--- src/rtl/pipe_spawner_if.sv ---
// Handshake bundle between the pipe spawner, its height generator and the draw/score logic.
// The slave modport is the spawner's view; the master modport is the environment's view.
interface pipe_spawner_if;
  logic        run;
  logic        frame_tick;
  logic [15:0] random_number;
  logic        is_active;
  logic [10:0] pipe_x;
  logic [9:0]  gap_y;
  logic        pipe_valid;
  logic        passed;

  modport master (
    output run, frame_tick, random_number,
    input  is_active, pipe_x, gap_y, pipe_valid, passed
  );

  modport slave (
    input  run, frame_tick, random_number,
    output is_active, pipe_x, gap_y, pipe_valid, passed
  );
endinterface

--- src/rtl/pipe_spawner.sv ---
// Requests a random gap height, clamps it, and scrolls one pipe leftward per frame tick,
// respawning at the right edge once it leaves the screen.
module pipe_spawner #(
  parameter int unsigned START_X = 640,
  parameter int unsigned PIPE_W  = 60,
  parameter int unsigned BIRD_X  = 160,
  parameter int unsigned STEP    = 2,
  parameter int unsigned GAP_MIN = 220,
  parameter int unsigned GAP_MAX = 440
) (
  input  logic          clk,
  input  logic          reset,
  pipe_spawner_if.slave bus
);

  localparam logic [10:0] StartX  = 11'(START_X);
  localparam logic [10:0] StepX   = 11'(STEP);
  localparam logic [11:0] PipeW12 = 12'(PIPE_W);
  localparam logic [11:0] BirdX12 = 12'(BIRD_X);
  localparam logic [11:0] Step12  = 12'(STEP);
  localparam logic [15:0] GapMin  = 16'(GAP_MIN);
  localparam logic [15:0] GapMax  = 16'(GAP_MAX);

  typedef enum logic [1:0] {StIdle, StReq, StCap, StScroll} state_e;

  state_e      state_q, state_d;
  logic [10:0] pipe_x_q, pipe_x_d;
  logic [9:0]  gap_y_q, gap_y_d;
  logic        pipe_valid_q, pipe_valid_d;
  logic        passed_q, passed_d;

  logic        tick;
  logic        respawn;
  logic        move;
  logic [11:0] x_ext;
  logic [11:0] trail_new;
  logic [11:0] trail_old;
  logic [9:0]  gap_clamped;

  assign tick    = bus.frame_tick & bus.run;
  assign respawn = (state_q == StScroll) && tick && (pipe_x_q <= StepX);
  assign move    = (state_q == StScroll) && tick && (pipe_x_q > StepX);

  // Right-edge positions before/after the move; only evaluated when pipe_x > STEP.
  assign x_ext     = {1'b0, pipe_x_q};
  assign trail_new = x_ext - Step12 + PipeW12;
  assign trail_old = x_ext + PipeW12;

  always_comb begin
    gap_clamped = bus.random_number[9:0];
    if (bus.random_number < GapMin) begin
      gap_clamped = GapMin[9:0];
    end else if (bus.random_number > GapMax) begin
      gap_clamped = GapMax[9:0];
    end
  end

  // State register
  always_ff @(posedge clk) begin
    if (reset) begin
      state_q <= StIdle;
    end else begin
      state_q <= state_d;
    end
  end

  // Next-state logic
  always_comb begin
    state_d = state_q;
    unique case (state_q)
      StIdle:   if (bus.run) state_d = StReq;
      StReq:    state_d = StCap;
      StCap:    state_d = StScroll;
      StScroll: if (respawn) state_d = StReq;
      default:  state_d = StIdle;
    endcase
  end

  // Output and datapath next-values
  always_comb begin
    pipe_x_d     = pipe_x_q;
    gap_y_d      = gap_y_q;
    pipe_valid_d = pipe_valid_q;
    passed_d     = 1'b0;
    if (state_q == StCap) begin
      gap_y_d      = gap_clamped;
      pipe_x_d     = StartX;
      pipe_valid_d = 1'b1;
    end else if (respawn) begin
      pipe_valid_d = 1'b0;
    end else if (move) begin
      pipe_x_d = pipe_x_q - StepX;
      passed_d = (trail_new <= BirdX12) && (BirdX12 < trail_old);
    end
  end

  always_ff @(posedge clk) begin
    if (reset) begin
      pipe_x_q     <= StartX;
      gap_y_q      <= GapMin[9:0];
      pipe_valid_q <= 1'b0;
      passed_q     <= 1'b0;
    end else begin
      pipe_x_q     <= pipe_x_d;
      gap_y_q      <= gap_y_d;
      pipe_valid_q <= pipe_valid_d;
      passed_q     <= passed_d;
    end
  end

  // Moore request: decoded from state alone so the generator steps once per pipe.
  assign bus.is_active  = (state_q == StReq);
  assign bus.pipe_x     = pipe_x_q;
  assign bus.gap_y      = gap_y_q;
  assign bus.pipe_valid = pipe_valid_q;
  assign bus.passed     = passed_q;

endmodule

--- src/flat_wrapper.sv ---
// flat-port wrapper written by rule: the top's interface ports become plain ports
module pipe_spawner_flat 
#(
  parameter int unsigned START_X = 640,
  parameter int unsigned PIPE_W  = 60,
  parameter int unsigned BIRD_X  = 160,
  parameter int unsigned STEP    = 2,
  parameter int unsigned GAP_MIN = 220,
  parameter int unsigned GAP_MAX = 440
)
  (clk, reset, bus_run, bus_frame_tick, bus_random_number, bus_is_active, bus_pipe_x, bus_gap_y, bus_pipe_valid, bus_passed);
  pipe_spawner_if bus_i ();
  input  logic clk;
  input  logic reset;
  input wire logic [$bits(bus_i.run)-1:0] bus_run;
  input wire logic [$bits(bus_i.frame_tick)-1:0] bus_frame_tick;
  input wire logic [$bits(bus_i.random_number)-1:0] bus_random_number;
  output wire logic [$bits(bus_i.is_active)-1:0] bus_is_active;
  output wire logic [$bits(bus_i.pipe_x)-1:0] bus_pipe_x;
  output wire logic [$bits(bus_i.gap_y)-1:0] bus_gap_y;
  output wire logic [$bits(bus_i.pipe_valid)-1:0] bus_pipe_valid;
  output wire logic [$bits(bus_i.passed)-1:0] bus_passed;
  assign bus_i.run = bus_run;
  assign bus_i.frame_tick = bus_frame_tick;
  assign bus_i.random_number = bus_random_number;
  assign bus_is_active = bus_i.is_active;
  assign bus_pipe_x = bus_i.pipe_x;
  assign bus_gap_y = bus_i.gap_y;
  assign bus_pipe_valid = bus_i.pipe_valid;
  assign bus_passed = bus_i.passed;
  pipe_spawner #(.START_X(START_X), .PIPE_W(PIPE_W), .BIRD_X(BIRD_X), .STEP(STEP), .GAP_MIN(GAP_MIN), .GAP_MAX(GAP_MAX)) u_core (.clk(clk), .reset(reset), .bus(bus_i));
endmodule
--- config.mk ---
export PLATFORM = sky130hd
export DESIGN_NAME = pipe_spawner_flat
export DESIGN_NICKNAME = d
export VERILOG_FILES = /design/src/rtl/pipe_spawner_if.sv /design/src/rtl/pipe_spawner.sv /design/src/flat_wrapper.sv
export SDC_FILE = /design/constraint.sdc
export NUM_CORES = 1
export LEC_CHECK = 0
export ABC_AREA = 1
export BUFFER_PORTS_ARGS = -buffer_cell sky130_fd_sc_hd__buf_2
export CAP_MARGIN = 20
export CORE_ASPECT_RATIO = 0.6
export CORE_MARGIN = 8
export CORE_UTILIZATION = 47
export CTS_CLUSTER_SIZE = 16
export DETAILED_ROUTE_END_ITERATION = 10
export PLACE_DENSITY = 0.76
export SETUP_SLACK_MARGIN = 0.4
export SLEW_MARGIN = 30
export SYNTH_ARGS = -nofsm -noshare
export SYNTH_HDL_FRONTEND = slang
export SYNTH_SLANG_ARGS = --single-unit
export TNS_END_PERCENT = 5
--- constraint.sdc ---
create_clock -name clk -period 1.47 [get_ports clk]
set_input_delay 0.147 -clock clk [delete_from_list [all_inputs] [get_ports clk]]
set_output_delay 0.147 -clock clk [all_outputs]
set_load 0.01 [all_outputs]
# Word level (Yosys, flattened, before mapping)
# Index checks and enable logic that the tools add are counted.
# totals
regBits	25
inputBits	20
output_inout_bits	24
# classes
n_addsub	4
magnitude_cmp	6
n_eq_ne	5
mux	7
n_bitwise	3
n_reduce_logical	10
# ops
operator	n
10-bit 2-to-1 mux	2
16-bit by 9-bit > comparator with 1-bit output (second input constant)	1
16-bit by 8-bit < comparator with 1-bit output (second input constant)	1
11-bit by 6-bit adder with 12-bit output (second input constant)	1
12-bit by 6-bit adder with 12-bit output (second input constant)	1
12-bit by 8-bit less-or-equal comparator with 1-bit output (second input constant)	1
8-bit by 12-bit < comparator with 1-bit output (first input constant)	1
11-bit by 2-bit subtractor with 12-bit output (second input constant)	1
11-bit by 2-bit > comparator with 1-bit output (second input constant)	1
11-bit by 2-bit less-or-equal comparator with 1-bit output (second input constant)	1
11-bit by 2-bit subtractor with 11-bit output (second input constant)	1
2-bit one-hot mux with 4 select lines	1
2-bit == test (second input constant)	2
1-bit logical AND	4
2-bit 2-to-1 mux	2
2-bit AND reduction	2
4-bit OR reduction	1
2-bit by 1-bit == test with 1-bit output (second input constant)	1
2-bit zero test	1
1-bit 2-to-1 mux	2
2-bit by 1-bit inequality test with 1-bit output (second input constant)	1
2-bit inequality test (second input constant)	1
1-bit NOT	2
2-bit nonzero test	1
2 further kinds	2

# Logic depth before layout (Yosys ltp)
# depth
depth_word	5
ltp_mapped	9
mapped_depth_nobuf	9

# Worst setup path before layout
# OpenSTA, ideal clock, no wires.
# synth_path
kind	reg-to-reg
from	register u_core.pipe_x_q[1] (netlist: u_core.bus.pipe_x[1])
to	register u_core.pipe_x_q[9] (netlist: u_core.bus.pipe_x[9])
setup_ns	0.136
arrival_ns	1.428
slack_ns	-0.094
path_stages_with_launch	10
synth_period_minus_slack_ns	1.564
cell_sequence	dfxtp_1 -> inv_1 -> ha_1 -> nor2_1 -> nor2_2 -> nand2_2 -> nand2_4 -> buf_12 -> nand2_1 -> nand3_1
# synth_via
elab_chain_len	4
# synth_lines
element	line	rtl
from (decl)	pipe_spawner.sv:27	logic [10:0] pipe_x_q, pipe_x_d;
from (signal assigned)	pipe_spawner.sv:99	pipe_x_q <= StartX;
from (signal assigned)	pipe_spawner.sv:104	pipe_x_q <= pipe_x_d;
11-bit by 2-bit less-or-equal comparator with 1-bit output	pipe_spawner.sv:41	assign respawn = (state_q == StScroll) && tick && (pipe_x_q <= StepX);
1-bit logical AND	pipe_spawner.sv:41	
1-bit NOT (no source line)	-	
2-bit AND reduction (no source line)	-	
# Parallel ways exist; a longest one is shown, timed or not.
# A chain may end at the register's enable or synchronous reset.

# Worst setup path after layout
# layout_path
from	register u_core.pipe_x_q[1] (netlist: u_core.bus.pipe_x[1])
to	register u_core.pipe_x_q[2] (netlist: u_core.bus.pipe_x[2])
# Same word-level chain as after synthesis.

==> impl_metrics.tcl <==
set metrics [dict create \
    dr.pass1.iters 4 \
    layout-drive-gt1-share_pct 44.7 \
    maxSlewViolCount 0 \
    hpwl_um 3340 \
    yosysWarnings 0 \
    peakVddDrop_mv 0.677 \
    rr_startpoint "u_core.bus.pipe_x[1]$_SDFFE_PP0P_" \
    synth.distinct_cells 25 \
    r2r-end "u_core.bus.pipe_x[2]$_SDFFE_PP0P_" \
    postSynthAreaPerCell_sq_um 6.46 \
    postRouteAntennaNets 0 \
    clockRootBuffer "clkbuf_8" \
    fp.dieH_um 60.9 \
    grt_start_max_net_pins 14 \
    gp_congestion 0.848 \
    ys_ff_latch 24 \
    routed_wl_um 4750 \
    tns_ns 0 \
    netlist_area_sq_mm 0.00158 \
    synth_seq_area_share_pct 30.4 \
    critPathLaunchType "flop" \
    multi_input_area_sq_mm 0.00114 \
    fin_nets 342 \
    drc 0 \
    holdPathStages 3 \
    status "finished clean" \
    first_iter_violations 88 \
    cp-end-kind "flop" \
    fin_util_pct 71.4 \
    hold_class "in2reg" \
    synth_fp_nets 273 \
    rr_worst_depth 8 \
    critPathLaunch "u_core.bus.pipe_x[1]$_SDFFE_PP0P_" \
    hp-start "bus_random_number[5]" \
    r2r_setup_slack_ns 0.11 \
    fillers 266 \
    register_area_sq_um 499 \
    start_util_pct 48.8 \
    cp-endpoint "u_core.bus.pipe_x[2]$_SDFFE_PP0P_" \
    cts_num_sinks 24 \
    worstPathRequired_ns 1.63 \
    final_hold_viol_count 0 \
    power_w 0.00224 \
    placed_area_sq_mm 0.00194 \
    p_leak_nw 1.12 \
    criticalPathCategory "reg2reg" \
    avgViaCountPerCell 4.92 \
    vias 1761 \
    clk_pin_slew_ns 0.09 \
    cts_tree "done" \
    worst-path-max-fanout 8 \
    hold_buffers 0 \
    rsz0062_at_grt "yes" \
    synthCells 245 \
    dieArea_sq_mm 0.00554 \
    antenna_found_initial 0 \
    ctsLongestPathBuffers 2 \
    maxCapViolCount 0 \
    wl_per_cell_um 13.3 \
    grt_overflow 0 \
    fmax_mhz 736 \
    ios 44 \
    layout_commonest_cell "nand2_1" \
    diodes 0 \
    worst_skew_pair.late_latency_ns 0.27 \
    rows 16 \
    cp.arrival_ns 1.52 \
    h-tree-depth 1 \
    period_minus_slack_ns 1.36 \
    grt_pass1_vias 1531 \
    worst_hold_slack_ns 0.117 \
    syn_to_final_growth_pct 46.4 \
    skew_ns 0.00769 \
    power_density_mw_per_mm2 968 \
    min_period_over_period_pct 92.4 \
    core_area_sq_mm 0.00324 \
    io_buffers 42 \
    final_cell_mix "nand2_1 (66), buf_2 (42), nor2_1 (28)" \
    grt_pass1_wl_um 7140 \
    numCtsBuffers 3 \
    die-width_um 90.9 \
    fin_area_sq_mm 0.00231 \
    setup_viol 0 \
    grt_use_total_pct 15.8 \
]
## registers in the layout, summed over array words and instances (netlist names)
| signal | flops |
|---|---|
| u_core.bus.passed | 1 |
| u_core.bus.pipe_valid | 1 |
| u_core.state_q | 2 |
| u_core.bus.pipe_x | 10 |
| u_core.bus.gap_y | 10 |
## per-layer routing
metal	global-route usage, %	vias to the layer above	part of all wire, %	routed length (um)
li1	-	898	-	-
met1	21.6	805	47	2220
met2	23.4	54	46	2170
met3	5.06	4	6.7	320
met4	4.16	0	0.88	42
met5	0	-	0	0
## layout make-up
cell class | instances | area share [%]
Multi-Input combinational cell | 185 | 49.2
Sequential cell | 24 | 21.6
Timing Repair Buffer | 69 | 19.0
Inverter | 30 | 5.57
Tap cell | 45 | 2.43
Clock buffer | 3 | 1.78
Timing Repair inverter | 1 | 0.270
Clock inverter | 1 | 0.162
## where the power goes
part | internal, W | total [W] | switching, W
registers | 0.000759 | 0.000861 | 0.000102
clock network | 0.000187 | 0.000396 | 0.000209
logic | 0.000442 | 0.000983 | 0.000541
## kinds of logic (layout without fill, tap and decap cells)
family / Yosys count / in the layout / synth area share [%]
buf+inv: 36 / 104 / 10.9
xor+xnor: 9 / 9 / 4.98
simple gates: 144 / 144 / 37.8
compound gates: 23 / 23 / 9.33
flops: 24 / 24 / 30.4
fa+ha+maj: 8 / 8 / 6.33
other cells: 1 / 1 / 0.237
## stage by stage
step	worst slack, ns	std cells
CTS	0.151	352
global placement	0.0961	338
finish	0.111	358
detailed placement	0.0420	338
global route	0.0498	358
floorplan	0.219	245
## cells in the mapped netlist
master    count  area share [%]
xnor2_1       3             1.7
inv_1        28             6.6
nor3_1        1            0.32
buf_4         1            0.47
nand3_1      17             5.4
nand4_1       1            0.40
buf_2         2            0.63
nor2_2        2            0.79
ha_1          8             6.3
nor2_4        1            0.71
inv_2         2            0.47
conb_1        1            0.24
a21oi_2       7             3.9
o21ai_0       5             1.6
o21ai_1       1            0.32
nand2_4       1            0.71
buf_12        1             1.3
a21boi_2      1            0.71
a21oi_1       9             2.8
xor2_1        6             3.3
nor2_1       39             9.3
nand2_2       5             2.0
nand2_1      77              18
dfxtp_1      24              30
buf_6         2             1.4
## critical path, cell delays in order (launching register included)
cell and delay (ns):
dfxtp_4 0.43, inv_4 0.05, ha_4 0.16, nor2_4 0.10
nor2_4 0.06, nand2_4 0.07, nand2_8 0.09, o21ai_1 0.23
a21oi_2 0.05
## worst min path at each step
stage	slack [ns]	to
CTS	0.11	u_core.bus.gap_y[5]$_SDFFE_PP0P_
floorplan	0.22	u_core.bus.gap_y[9]$_SDFFE_PP0P_
global placement	0.39	u_core.bus.gap_y[5]$_SDFFE_PP0P_
finish	0.12	u_core.bus.gap_y[5]$_SDFFE_PP0P_
global route	0.14	u_core.bus.gap_y[9]$_SDFFE_PP0P_
detailed placement	0.39	u_core.bus.gap_y[1]$_SDFFE_PP0P_
## what timing repair did
| action | in CTS | in global routing |
|---|---|---|
| resized for setup | 16 | 39 |
| pin swaps | 4 | 13 |
| gates cloned | 0 | 1 |
| buffers inserted | 10 | 5 |
| endpoints found under the setup margin | 29 | 31 |
Power figures use the tool's default switching activity.
